`src/rtl/lv2_bus_responder_il_if.sv`:
```
// lv1-lv2 instruction-fetch bus plus the L2 array handshake, as seen by the L2 responder.
// The responder connects through the slave modport. The master modport is the L1 and array side.
interface lv2_bus_responder_il_if #(
  parameter int NUM_PROC = 4,
  parameter int ADDR_WID = 32,
  parameter int DATA_WID = 32
);
  logic [NUM_PROC-1:0] bus_lv1_lv2_req_proc_il;
  logic [NUM_PROC-1:0] bus_lv1_lv2_gnt_proc;
  logic [ADDR_WID-1:0] addr_bus_lv1_lv2;
  logic                lv2_rd;
  logic [DATA_WID-1:0] data_bus_lv1_lv2;
  logic                data_in_bus_lv1_lv2;
  logic                lv2_arr_rd;
  logic [ADDR_WID-1:0] lv2_arr_addr;
  logic [DATA_WID-1:0] lv2_arr_data;
  logic                lv2_arr_ack;

  modport slave (
    input  bus_lv1_lv2_req_proc_il, addr_bus_lv1_lv2, lv2_rd, lv2_arr_data, lv2_arr_ack,
    output bus_lv1_lv2_gnt_proc, data_bus_lv1_lv2, data_in_bus_lv1_lv2, lv2_arr_rd, lv2_arr_addr
  );

  modport master (
    output bus_lv1_lv2_req_proc_il, addr_bus_lv1_lv2, lv2_rd, lv2_arr_data, lv2_arr_ack,
    input  bus_lv1_lv2_gnt_proc, data_bus_lv1_lv2, data_in_bus_lv1_lv2, lv2_arr_rd, lv2_arr_addr
  );
endinterface

```
`src/rtl/lv2_bus_responder_il.sv`:
```
// L2 responder for the lv1-lv2 IL bus: round-robin grant, one array fetch per grant, response hold.
// Optional macro LV2_RESP_TIMEOUT_EN revokes a grant that stays idle for TIMEOUT_CYC cycles.
module lv2_bus_responder_il #(
  parameter int NUM_PROC    = 4,
  parameter int PROC_WID    = 2,
  parameter int ADDR_WID    = 32,
  parameter int DATA_WID    = 32,
  parameter int TIMEOUT_CYC = 16,
  parameter int TIMEOUT_WID = 5
) (
  input  logic                  clk,
  input  logic                  rst_n,
  lv2_bus_responder_il_if.slave bus
);

  typedef enum logic [1:0] {IDLE, GRANT, FETCH, RESP} state_e;

  state_e              state_q;
  logic [PROC_WID-1:0] last_q;
  logic [PROC_WID-1:0] win_d;
  logic [NUM_PROC-1:0] gnt_q;
  logic [DATA_WID-1:0] data_q;
  logic                data_in_q;
  logic                arr_rd_q;
  logic [ADDR_WID-1:0] arr_addr_q;
  logic                cur_req;

`ifdef LV2_RESP_TIMEOUT_EN
  logic [TIMEOUT_WID-1:0] tmo_q;
`else
  logic unused_tmo_cfg;
  assign unused_tmo_cfg = ^{TIMEOUT_CYC, TIMEOUT_WID};
`endif

  function automatic logic [NUM_PROC-1:0] onehot(input logic [PROC_WID-1:0] idx);
    onehot      = '0;
    onehot[idx] = 1'b1;
  endfunction

  // Once granted, last_q doubles as the index of the core that owns the bus.
  assign cur_req = bus.bus_lv1_lv2_req_proc_il[last_q];

  // Search downward so the nearest requester after last_q is written last and wins.
  always_comb begin
    logic [PROC_WID-1:0] idx;
    idx   = '0;
    win_d = last_q;
    for (int k = NUM_PROC; k >= 1; k--) begin
      idx = PROC_WID'((int'(last_q) + k) % NUM_PROC);
      if (bus.bus_lv1_lv2_req_proc_il[idx]) win_d = idx;
    end
  end

  always_ff @(posedge clk or negedge rst_n) begin
    if (!rst_n) begin
      state_q    <= IDLE;
      last_q     <= PROC_WID'(NUM_PROC - 1);
      gnt_q      <= '0;
      data_q     <= '0;
      data_in_q  <= 1'b0;
      arr_rd_q   <= 1'b0;
      arr_addr_q <= '0;
`ifdef LV2_RESP_TIMEOUT_EN
      tmo_q      <= '0;
`endif
    end else begin
      case (state_q)
        IDLE: begin
          if (|bus.bus_lv1_lv2_req_proc_il) begin
            state_q <= GRANT;
            gnt_q   <= onehot(win_d);
            last_q  <= win_d;
`ifdef LV2_RESP_TIMEOUT_EN
            tmo_q   <= '0;
`endif
          end
        end
        GRANT: begin
          if (bus.lv2_rd) begin
            arr_addr_q <= bus.addr_bus_lv1_lv2;
            arr_rd_q   <= 1'b1;
            state_q    <= FETCH;
          end else if (!cur_req) begin
            gnt_q   <= '0;
            state_q <= IDLE;
          end
`ifdef LV2_RESP_TIMEOUT_EN
          // last_q keeps the revoked core so the search starts after it.
          else if (tmo_q + TIMEOUT_WID'(1) == TIMEOUT_WID'(TIMEOUT_CYC)) begin
            gnt_q   <= '0;
            state_q <= IDLE;
          end else begin
            tmo_q <= tmo_q + TIMEOUT_WID'(1);
          end
`endif
        end
        FETCH: begin
          if (bus.lv2_arr_ack) begin
            data_q    <= bus.lv2_arr_data;
            data_in_q <= 1'b1;
            arr_rd_q  <= 1'b0;
            state_q   <= RESP;
          end
        end
        RESP: begin
          if (!bus.lv2_rd || !cur_req) begin
            data_q     <= '0;
            data_in_q  <= 1'b0;
            gnt_q      <= '0;
            arr_addr_q <= '0;
            state_q    <= IDLE;
          end
        end
        default: state_q <= IDLE;
      endcase
    end
  end

  assign bus.bus_lv1_lv2_gnt_proc = gnt_q;
  assign bus.data_bus_lv1_lv2     = data_q;
  assign bus.data_in_bus_lv1_lv2  = data_in_q;
  assign bus.lv2_arr_rd           = arr_rd_q;
  assign bus.lv2_arr_addr         = arr_addr_q;

endmodule
```
`src/flat_wrapper.sv`:
```
// flat-port wrapper written by rule: the top's interface ports become plain ports
module lv2_bus_responder_il_flat 
#(
  parameter int NUM_PROC    = 4,
  parameter int PROC_WID    = 2,
  parameter int ADDR_WID    = 32,
  parameter int DATA_WID    = 32,
  parameter int TIMEOUT_CYC = 16,
  parameter int TIMEOUT_WID = 5
)
  (clk, rst_n, bus_bus_lv1_lv2_req_proc_il, bus_addr_bus_lv1_lv2, bus_lv2_rd, bus_lv2_arr_data, bus_lv2_arr_ack, bus_bus_lv1_lv2_gnt_proc, bus_data_bus_lv1_lv2, bus_data_in_bus_lv1_lv2, bus_lv2_arr_rd, bus_lv2_arr_addr);
  lv2_bus_responder_il_if #(.NUM_PROC(NUM_PROC), .ADDR_WID(ADDR_WID), .DATA_WID(DATA_WID)) bus_i ();
  input  logic clk;
  input  logic rst_n;
  input wire logic [$bits(bus_i.bus_lv1_lv2_req_proc_il)-1:0] bus_bus_lv1_lv2_req_proc_il;
  input wire logic [$bits(bus_i.addr_bus_lv1_lv2)-1:0] bus_addr_bus_lv1_lv2;
  input wire logic [$bits(bus_i.lv2_rd)-1:0] bus_lv2_rd;
  input wire logic [$bits(bus_i.lv2_arr_data)-1:0] bus_lv2_arr_data;
  input wire logic [$bits(bus_i.lv2_arr_ack)-1:0] bus_lv2_arr_ack;
  output wire logic [$bits(bus_i.bus_lv1_lv2_gnt_proc)-1:0] bus_bus_lv1_lv2_gnt_proc;
  output wire logic [$bits(bus_i.data_bus_lv1_lv2)-1:0] bus_data_bus_lv1_lv2;
  output wire logic [$bits(bus_i.data_in_bus_lv1_lv2)-1:0] bus_data_in_bus_lv1_lv2;
  output wire logic [$bits(bus_i.lv2_arr_rd)-1:0] bus_lv2_arr_rd;
  output wire logic [$bits(bus_i.lv2_arr_addr)-1:0] bus_lv2_arr_addr;
  assign bus_i.bus_lv1_lv2_req_proc_il = bus_bus_lv1_lv2_req_proc_il;
  assign bus_i.addr_bus_lv1_lv2 = bus_addr_bus_lv1_lv2;
  assign bus_i.lv2_rd = bus_lv2_rd;
  assign bus_i.lv2_arr_data = bus_lv2_arr_data;
  assign bus_i.lv2_arr_ack = bus_lv2_arr_ack;
  assign bus_bus_lv1_lv2_gnt_proc = bus_i.bus_lv1_lv2_gnt_proc;
  assign bus_data_bus_lv1_lv2 = bus_i.data_bus_lv1_lv2;
  assign bus_data_in_bus_lv1_lv2 = bus_i.data_in_bus_lv1_lv2;
  assign bus_lv2_arr_rd = bus_i.lv2_arr_rd;
  assign bus_lv2_arr_addr = bus_i.lv2_arr_addr;
  lv2_bus_responder_il #(.NUM_PROC(NUM_PROC), .PROC_WID(PROC_WID), .ADDR_WID(ADDR_WID), .DATA_WID(DATA_WID), .TIMEOUT_CYC(TIMEOUT_CYC), .TIMEOUT_WID(TIMEOUT_WID)) u_core (.clk(clk), .rst_n(rst_n), .bus(bus_i));
endmodule
```
`config.mk`:
```
export PLATFORM = sky130hd
export DESIGN_NAME = lv2_bus_responder_il_flat
export DESIGN_NICKNAME = d
export VERILOG_FILES = /design/src/rtl/lv2_bus_responder_il_if.sv /design/src/rtl/lv2_bus_responder_il.sv /design/src/flat_wrapper.sv
export SDC_FILE = /design/constraint.sdc
export NUM_CORES = 1
export LEC_CHECK = 0
export ABC_CLOCK_PERIOD_IN_PS = 2500
export CAP_MARGIN = 20
export CELL_PAD_IN_SITES_DETAIL_PLACEMENT = 0
export CELL_PAD_IN_SITES_GLOBAL_PLACEMENT = 2
export CORE_ASPECT_RATIO = 1.25
export CORE_MARGIN = 3
export CORE_UTILIZATION = 28
export CTS_CLUSTER_SIZE = 25
export DETAILED_ROUTE_END_ITERATION = 6
export PLACE_DENSITY_LB_ADDON = 0.1
export SLEW_MARGIN = 15
export SYNTH_ARGS = -nofsm -noshare
export SYNTH_HDL_FRONTEND = slang
export SYNTH_SLANG_ARGS = --single-unit
```
`constraint.sdc`:
```
create_clock -name clk -period 2.5 [get_ports clk]
set_input_delay 0.375 -clock clk [delete_from_list [all_inputs] [get_ports clk]]
set_output_delay 0.375 -clock clk [all_outputs]
set_load 0.03 [all_outputs]
```
==> results.md, run 1 <==
- Seq/Total Area, Yosys: 47.3%
- Max FO, Critical Path: 20
- Complex-gate fraction of the synthesized area: 32.6%
- CTS tree: built
- Min-delay worst type: input pin to async pin
- Place WS: 0.153 ns
- Worst Path Arrival: 2.22 ns
- Layout fillers: 1377
- Die area: 15500 sq um
- Placer Congestion: 0.778
- Top cells by area, synth: dfrtp_1, o2bb2ai_2, nor2b_1
- Worst Tran Pin Value: 0.566 ns
- Clk slew on worst S/H paths: 0.06 ns
- Required @ worst endpoint: 2.70 ns
- Area delta synth->final: 47.2%
- Clk buf depth: 2
- Post-CTS sizing: 0
- Crit Path Class: flip-flop to flip-flop
- # rows: 47
- Ys Warns: 0
- Largest family of logic cells by synthesized area: compound AO/OA/AOI/OAI gates
- Largest net degree at the start of global routing: 43
- Via density: 4.79
- Synth Register Bits: 74
- Final Hold Vio Count: 0
- H-Tree Depth: 3
- RSZ-0062 raised after global routing: no
- Max-slew violations: 0
- Clock sink count: 74
- Dpl hpwl: 7360 um
- Synth unique cells: 34
- Wl on met1: 4780 um
- Post-Syn Nets: 421
- IO Pins: 142
- IO buf count: 141
- DRC errors left: 0
- CTS Root Cell: clkbuf_16
- Fin nets: 555
- Synth Area in Adders: 0%
- Setup TNS: 0 ns
- Worst reg-to-reg setup slack: 0.48 ns
- First-pass GRT wire length: 17900 um
- Skew-Pair Late Insertion Delay: 0.33 ns
- Crit share post-route: 80.8%
- Post-Synth Simple-Gate Area: 14.1%
- Post-synthesis mux area share: 1.15%
- Vias in the first global route: 3349
- Max-cap violation count: 0
- Worst setup startpoint: u_core.last_q[1]
- CORE AREA: 13500 sq um
- Initial Util: 29.1%
- Cell Area, Synth: 3920 sq um
- Fin worst setup slack: 0.481 ns
- Fmax: 495 MHz
- Share of post-route cells with drive strength above 1: 16.6%
- Most common cell after layout, fill and taps aside: clkdlybuf4s50_1
- CP Capture Type: flip-flop
- Crit Reg-Reg Startpoint: u_core.last_q[1]
- Met3 wire length: 834 um
- Hold_buf cts: 0
- Yosys top cell area share: 46.0%
- PwrDens: 1310 nW/um^2
- VDD IR max: 0.000474 V
- Cells after Synth: 349
- DRT antenna net count: 0
- Max-slew headroom: 62.1%
- Leak: 2.20 nW
- Post-DR wirelength/cell: 16.5 um
- Final antenna diode count: 0
- Startpoint Class: flip-flop
- Starting DRT DRC Count: 120
- Setup Fix Bufs, Post-CTS: 0
- Most frequent cells in the layout: clkdlybuf4s50_1, dfrtp_1, a21oi_1
- Num CTS Buffers: 9
- Die Ht: 138 um
- Clock Skew: 0.00474 ns
- Syn Area/Cell: 11.2 sq um
- Synth area leader: dfrtp_1
- WL met2: 5160 um
- DIE WIDTH: 112 um
- Post-Synth XOR/XNOR Area: 0%
- Status: finished clean
- Setup violations, final: 0
- Global route overflow: 0
- Initial antenna violation count: 0
- Tmin final: 2.02 ns
- Uppermost layer routed: met4
- Pre-antenna DRT Iters: 4
- Vias: 3158
- Detailed Route WL: 10900 um
- GRT Overall Usage: 14.2%
-- registers in the layout, summed over array words and instances, names as in the netlist, named ones only --
register / count
u_core.bus.data_in_bus_lv1_lv2: 1
u_core.bus.lv2_arr_addr: 32
u_core.last_q: 2
u_core.bus.bus_lv1_lv2_gnt_proc: 4
u_core.bus.lv2_arr_rd: 1
u_core.bus.data_bus_lv1_lv2: 32
u_core.state_q: 1
-- logic make-up (layout without fill, tap and decap cells) --
logic type | after synthesis | after routing
mux | 3 | 3
compound gates | 148 | 148
buf+inv | 34 | 173
flops | 74 | 74
simple gates | 90 | 90
-- through the flow --
stage / instance area [sq um] / instances / util, % / power, mW / hold WS [ns]
after floorplan: 3920 / 349 / - / 4.92 / 0.0794
after CTS: 5770 / 659 / 42.8 / 7.68 / 0.0258
after detailed placement: 5480 / 643 / 40.7 / 6.38 / 0.381
after global routing: 5770 / 659 / 42.8 / 8.03 / 0.0461
after global placement: 5480 / 643 / 40.7 / 6.34 / 0.374
final: 5770 / 659 / 42.8 / 7.55 / 0.0158
-- cell type report --
type	count	area [sq um]	area share [%]
clock buffer	11	233	4.03
clock inverter	5	55.1	0.954
inverter	4	15.0	0.260
multi-input combinational	241	1870	32.5
sequential	74	1860	32.2
tap	171	214	3.71
timing repair buffer	153	1520	26.4
-- report_power, final --
part | switching (mW) | internal [mW] | total (mW)
Clock | 0.495 | 0.770 | 1.27
Sequential | 0.477 | 1.73 | 2.21
Combinational | 2.26 | 1.82 | 4.08
-- Yosys cell counts, drive strengths merged --
master / count
a21oi: 68
a221oi: 1
a22o: 1
a31oi: 4
a32o: 1
and2: 2
and2b: 1
and3b: 1
buf: 11
clkbuf: 19
dfrtp: 72
dfstp: 2
inv: 4
mux2: 2
mux4: 1
nand2: 9
nand2b: 2
nor2: 4
nor2b: 65
nor3: 2
nor4: 1
o21ai: 6
o2bb2ai: 66
o31ai: 1
or2: 1
or3: 2
-- per-layer routing --
layer / track usage, % / vias up
met4: 4.04 / 0
met3: 5.11 / 5
met5: 0 / -
met2: 22.6 / 94
li1: - / 1549
met1: 18.2 / 1510
-- critical path, stage by stage (launching register included) --
cell	delay (ns)
dfstp_2	0.62
mux4_2	0.61
nand2_4	0.12
o21ai_4	0.17
buf_12	0.23
o2bb2ai_2	0.13
-- final timing paths --
path,to,cells past startpoint
worst min-delay path,u_core.bus.data_bus_lv1_lv2[4],1
worst min register to register,u_core.bus.bus_lv1_lv2_gnt_proc[3],1
max in group asynchronous,u_core.last_q[0],2
min in group clk,u_core.bus.bus_lv1_lv2_gnt_proc[3],1
worst max register to register,u_core.bus.lv2_arr_addr[24],5
worst max-delay path,u_core.bus.lv2_arr_addr[24],5
Power figures use the tool's default switching activity.
==> inputs of run 2 (changes only) <==
--- a/config.mk
+++ b/config.mk
@@ -5,7 +5,7 @@
 export SDC_FILE = /design/constraint.sdc
 export NUM_CORES = 1
 export LEC_CHECK = 0
-export ABC_CLOCK_PERIOD_IN_PS = 2500
+export ABC_CLOCK_PERIOD_IN_PS = 2000
 export CAP_MARGIN = 20
 export CELL_PAD_IN_SITES_DETAIL_PLACEMENT = 0
 export CELL_PAD_IN_SITES_GLOBAL_PLACEMENT = 2
==> constraint.sdc (replaced) <==
create_clock -name clk -period 2 [get_ports clk]
set_input_delay 0.3 -clock clk [delete_from_list [all_inputs] [get_ports clk]]
set_output_delay 0.3 -clock clk [all_outputs]
set_load 0.03 [all_outputs]
==> run 2 against run 1 <==
Net effect: register-to-register slack worse by 0.32 ns; clock skew increased by 0.0031 ns; fmax rose by 9.8%; final area increased by 2.4%; critical path depth unchanged; die area unchanged; global-route usage down 0.11 points; flip-flop and latch count unchanged; core utilization is 1.0 points higher.
==> results.md, run 2 (synthesis gave the netlist of run 1 again) <==
- Status: finished clean
- Hold_buf cts: 1
- Max-slew headroom: 63.5%
- Post-CTS sizing: 0
- RSZ-0062 raised after global routing: no
- Num CTS Buffers: 9
- Min-delay worst type: input pin to async pin
- Worst Path Arrival: 2.05 ns
- Fin nets: 567
- First-pass GRT wire length: 17700 um
- Skew-Pair Late Insertion Delay: 0.34 ns
- Vias: 3215
- Tmin final: 1.84 ns
- Clk buf depth: 2
- Setup violations, final: 0
- Max-cap violation count: 0
- Largest net degree at the start of global routing: 38
- GRT Overall Usage: 14.1%
- DRC errors left: 0
- Detailed Route WL: 10800 um
- Via density: 4.79
- Share of post-route cells with drive strength above 1: 18.6%
- Clk slew on worst S/H paths: 0.06 ns
- # rows: 47
- Worst Tran Pin Value: 0.548 ns
- Worst Reg2Reg Path Length in Cells: 5
- Max-slew violations: 0
- Initial antenna violation count: 0
- Setup Fix Bufs, Post-CTS: 0
- Startpoint Class: flip-flop
- Clock Skew: 0.00785 ns
- CORE AREA: 13500 sq um
- Required @ worst endpoint: 2.21 ns
- Most frequent cells in the layout: clkdlybuf4s50_1, dfrtp_1, a21oi_1
- Die area: 15500 sq um
- IO buf count: 141
- Worst reg-to-reg setup slack: 0.16 ns
- Area delta synth->final: 50.8%
- DRT antenna net count: 0
- Most common cell after layout, fill and taps aside: clkdlybuf4s50_1
- Setup TNS: 0 ns
- Leak: 2.28 nW
- DIE WIDTH: 112 um
- Placer Congestion: 0.731
- Die Ht: 138 um
- Pre-antenna DRT Iters: 4
- Reg2reg end: u_core.bus.lv2_arr_addr[31]
- CTS Root Cell: clkbuf_16
- Clock sink count: 74
- PwrDens: 1620 nW/um^2
- Initial Util: 29.1%
- Final Hold Vio Count: 0
- Fmax: 544 MHz
- Global route overflow: 0
- H-Tree Depth: 3
- CTS tree: built
- Post-DR wirelength/cell: 16.1 um
- VDD IR max: 0.000675 V
- Crit share post-route: 91.9%
- Vias in the first global route: 3339
- Dpl hpwl: 7340 um
- Max FO, Critical Path: 19
- Final antenna diode count: 0
- Hold slack: 0.496 ns
- Starting DRT DRC Count: 100
- Crit Reg-Reg Startpoint: u_core.last_q[1]
- CP Capture Type: flip-flop
- IO Pins: 142
- Crit Path Class: flip-flop to flip-flop
## run 2: final cells by class
| type | count | area (sq um) |
|---|---|---|
| Fill cell | 1330 | 7560 |
| Multi-Input combinational cell | 241 | 1870 |
| Sequential cell | 74 | 1860 |
| Timing Repair Buffer | 165 | 1680 |
| Clock buffer | 10 | 229 |
| Tap cell | 171 | 214 |
| Clock inverter | 6 | 42.5 |
| Inverter | 4 | 15.0 |
## run 2: worst max-delay path by stage
stage	endpoint	start	slack [ns]	depth (start not counted)
floorplan	u_core.bus.lv2_arr_addr[0]	u_core.last_q[1]	0.25	6
global placement	u_core.bus.lv2_arr_addr[23]	bus_bus_lv1_lv2_req_proc_il[1]	0.02	6
detailed placement	u_core.bus.data_bus_lv1_lv2[28]	bus_bus_lv1_lv2_req_proc_il[1]	0.009	6
CTS	u_core.bus.lv2_arr_addr[11]	u_core.last_q[1]	0.14	5
global route	u_core.bus.lv2_arr_addr[12]	u_core.last_q[1]	0.08	5
finish	u_core.bus.lv2_arr_addr[31]	u_core.last_q[1]	0.16	5
## run 2: routing by layer
layer  vias up  track usage [%]  routed length, um
li1       1573                -                  -
met1      1526             17.9               4790
met5         -                0                  0
met2       104             22.6               5070
met3        12             4.02                759
met4         0             5.77                187
## run 2: worst max-delay path: stages (launching register included)
cell	delay (ns)
dfstp_2	0.62
mux4_2	0.60
nand2_4	0.12
o21ai_4	0.08
buf_12	0.17
o2bb2ai_2	0.12
## run 2: metrics by stage
stage | std cells | area (sq um) | worst slack (ns) | power [mW] | utilization [%]
finish | 671 | 5910 | 0.162 | 9.60 | 43.9
global route | 671 | 5910 | 0.0755 | 10.2 | 43.9
CTS | 671 | 5910 | 0.144 | 9.76 | 43.9
detailed placement | 654 | 5630 | 0.00908 | 8.22 | 41.8
global placement | 654 | 5630 | 0.0160 | 8.17 | 41.8
floorplan | 349 | 3920 | 0.250 | 6.15 | -
## run 2: power breakdown
part / internal, mW / switching (mW) / total (mW) / leakage, nW
registers: 2.16 / 0.579 / 2.74 / 0.939
logic: 2.49 / 2.89 / 5.37 / 1.21
clock network: 0.842 / 0.642 / 1.48 / 0.129
==> inputs of run 3 (changes only) <==
--- a/config.mk
+++ b/config.mk
@@ -9,7 +9,6 @@
 export CAP_MARGIN = 20
 export CELL_PAD_IN_SITES_DETAIL_PLACEMENT = 0
 export CELL_PAD_IN_SITES_GLOBAL_PLACEMENT = 2
-export CORE_ASPECT_RATIO = 1.25
 export CORE_MARGIN = 3
 export CORE_UTILIZATION = 28
 export CTS_CLUSTER_SIZE = 25
==> run 3 against run 2 <==
Net effect: hold slack lost 0.042 ns; clock skew shrank 0.0044 ns; die area is essentially flat; critical path depth is the same; non-clock buffer count is the same; core utilization shrank 0.067 points; sequential share of layout area grew 0.10 points; power grew 1.6%; routed wire length grew 2.5%; sequential power is essentially flat; largest cell class unchanged.
==> results.md, run 3 (synthesis gave the netlist of run 1 again) <==
- Final Hold Vio Count: 0
- Hold slack: 0.454 ns
- DIE WIDTH: 124 um
- Leak: 2.28 nW
- Clock Skew: 0.00348 ns
- Die area: 15500 sq um
- # rows: 42
- Slowest stage delay, CP: 0.63 ns
- Post-Place Cells: 659
- CTS tree: built
- Tmin final: 1.87 ns
- First-pass GRT wire length: 18600 um
- Crit share post-route: 93.6%
- Layout fillers: 1317
- Num CTS Buffers: 9
- CORE AREA: 13500 sq um
- Worst Reg2Reg Path Length in Cells: 5
- Worst setup startpoint: u_core.last_q[1]
- Post-CTS sizing: 0
- Min-delay worst type: input pin to async pin
- Worst Tran Pin Value: 0.432 ns
- Share of post-route cells with drive strength above 1: 18.4%
- Largest net degree at the start of global routing: 33
- CP Cell Sequence: mux4_2, nand2_4, o21ai_4, buf_12, o2bb2ai_1
- Most common cell after layout, fill and taps aside: clkdlybuf4s50_1
- GR Util met3: 4.93%
- Crit Path Class: flip-flop to flip-flop
- Worst Path Arrival: 2.07 ns
- Clk buf depth: 2
- Final antenna diode count: 0
- Via density: 4.66
- Met2 Use GR: 22.6%
- Fin nets: 567
- Met1 usage: 19.7%
- Place WS: -0.0619 ns
- Reg2reg end: u_core.bus.lv2_arr_addr[5]
- Pre-antenna DRT Iters: 4
- DRT antenna net count: 0
- Most frequent cells in the layout: clkdlybuf4s50_1, dfrtp_1, a21oi_1
- Setup violations, final: 0
- VDD IR max: 0.000611 V
- Skew-Pair Late Insertion Delay: 0.33 ns
- Kind of cell adding the most delay to the critical path: flip-flops
- Crit Reg-Reg Startpoint: u_core.last_q[1]
- Detailed Route WL: 11100 um
- Clk slew on worst S/H paths: 0.06 ns
- GRT Overall Usage: 14.7%
- Clock sink count: 74
- Die Ht: 124 um
- IO Pins: 142
- Hold_buf cts: 1
- Post-DR wirelength/cell: 16.4 um
- Max-cap violation count: 0
- Worst reg-to-reg setup slack: 0.13 ns
- Initial Util: 29.1%
- Crit path buf inv count: 1
- Placer Congestion: 0.771
- Vias: 3147
- Total power: 9.75 mW
- Global route overflow: 0
- Fin worst setup slack: 0.128 ns
- Starting DRT DRC Count: 90
- H-Tree Depth: 3
- Max-slew headroom: 71.2%
- DRC errors left: 0
- RSZ-0062 raised after global routing: no
- Fmax: 534 MHz
- Busiest grt layer: met2
- Max-slew violations: 0
- Area delta synth->final: 50.4%
- CTS Root Cell: clkbuf_16
- Finished Layout Cells: 676
- Dpl hpwl: 7690 um
- Status: finished clean
- IO buf count: 141
- CP max stage cell: dfstp_2
- PwrDens: 1650 nW/um^2
- Initial antenna violation count: 0
- Post-Route Utilization: 43.8%
- Required @ worst endpoint: 2.20 ns
- Max FO, Critical Path: 25
- Vias in the first global route: 3356
- Startpoint Class: flip-flop
- Setup Fix Bufs, Post-CTS: 0
- CP Capture Type: flip-flop
[run 3: changes by cell type in the layout (fill, tap and decap cells not counted)]
cell / previous run / this run
buf_12: 7 / 3
buf_4: 17 / 21
bufinv_16: 0 / 1
clkbuf_1: 1 / 3
clkbuf_8: 0 / 2
clkinv_2: 2 / 1
clkinv_4: 1 / 0
clkinvlp_4: 2 / 0
dfrtp_1: 71 / 70
dfrtp_2: 1 / 2
inv_6: 1 / 0
[run 3: how the worst max path moves through the flow]
stage / end / slack [ns] / cells after the start
floorplan: u_core.bus.lv2_arr_addr[0] / 0.25 / 6
detailed placement: u_core.bus.lv2_arr_addr[4] / -0.06 / 6
global route: u_core.bus.lv2_arr_addr[5] / 0.04 / 5
finish: u_core.bus.lv2_arr_addr[5] / 0.13 / 5
global placement: u_core.bus.lv2_arr_addr[5] / -0.03 / 6
CTS: u_core.bus.lv2_arr_addr[4] / 0.11 / 5
[run 3: metal layers]
metal | part of all wire, % | vias to the layer above
met4 | 1.4 | 0
met1 | 47 | 1470
li1 | - | 1569
met3 | 6.2 | 14
met5 | 0 | -
met2 | 46 | 94
[run 3: where the power goes]
part	total [mW]	switching (mW)	internal, mW	leakage (nW)
clock network	1.64	0.606	1.03	0.147
registers	2.76	0.599	2.17	0.938
logic	5.34	2.89	2.46	1.19
total	9.75	4.09	5.66	2.28
[run 3: cell type report]
| type | instances | area, sq um | share of cell area (%) |
|---|---|---|---|
| Clock buffer | 14 | 264 | 4.48 |
| Tap cell | 176 | 220 | 3.74 |
| Multi-Input combinational cell | 241 | 1870 | 31.8 |
| Clock inverter | 2 | 35.0 | 0.594 |
| Inverter | 4 | 15.0 | 0.255 |
| Sequential cell | 74 | 1860 | 31.5 |
| Timing Repair Buffer | 165 | 1630 | 27.6 |
[run 3: through the flow]
step                TNS, ns  cell area (sq um)
finish                    0               5890
global route              0               5890
CTS                       0               5890
detailed placement    -1.93               5580
global placement     -0.499               5580
floorplan                 0               3920
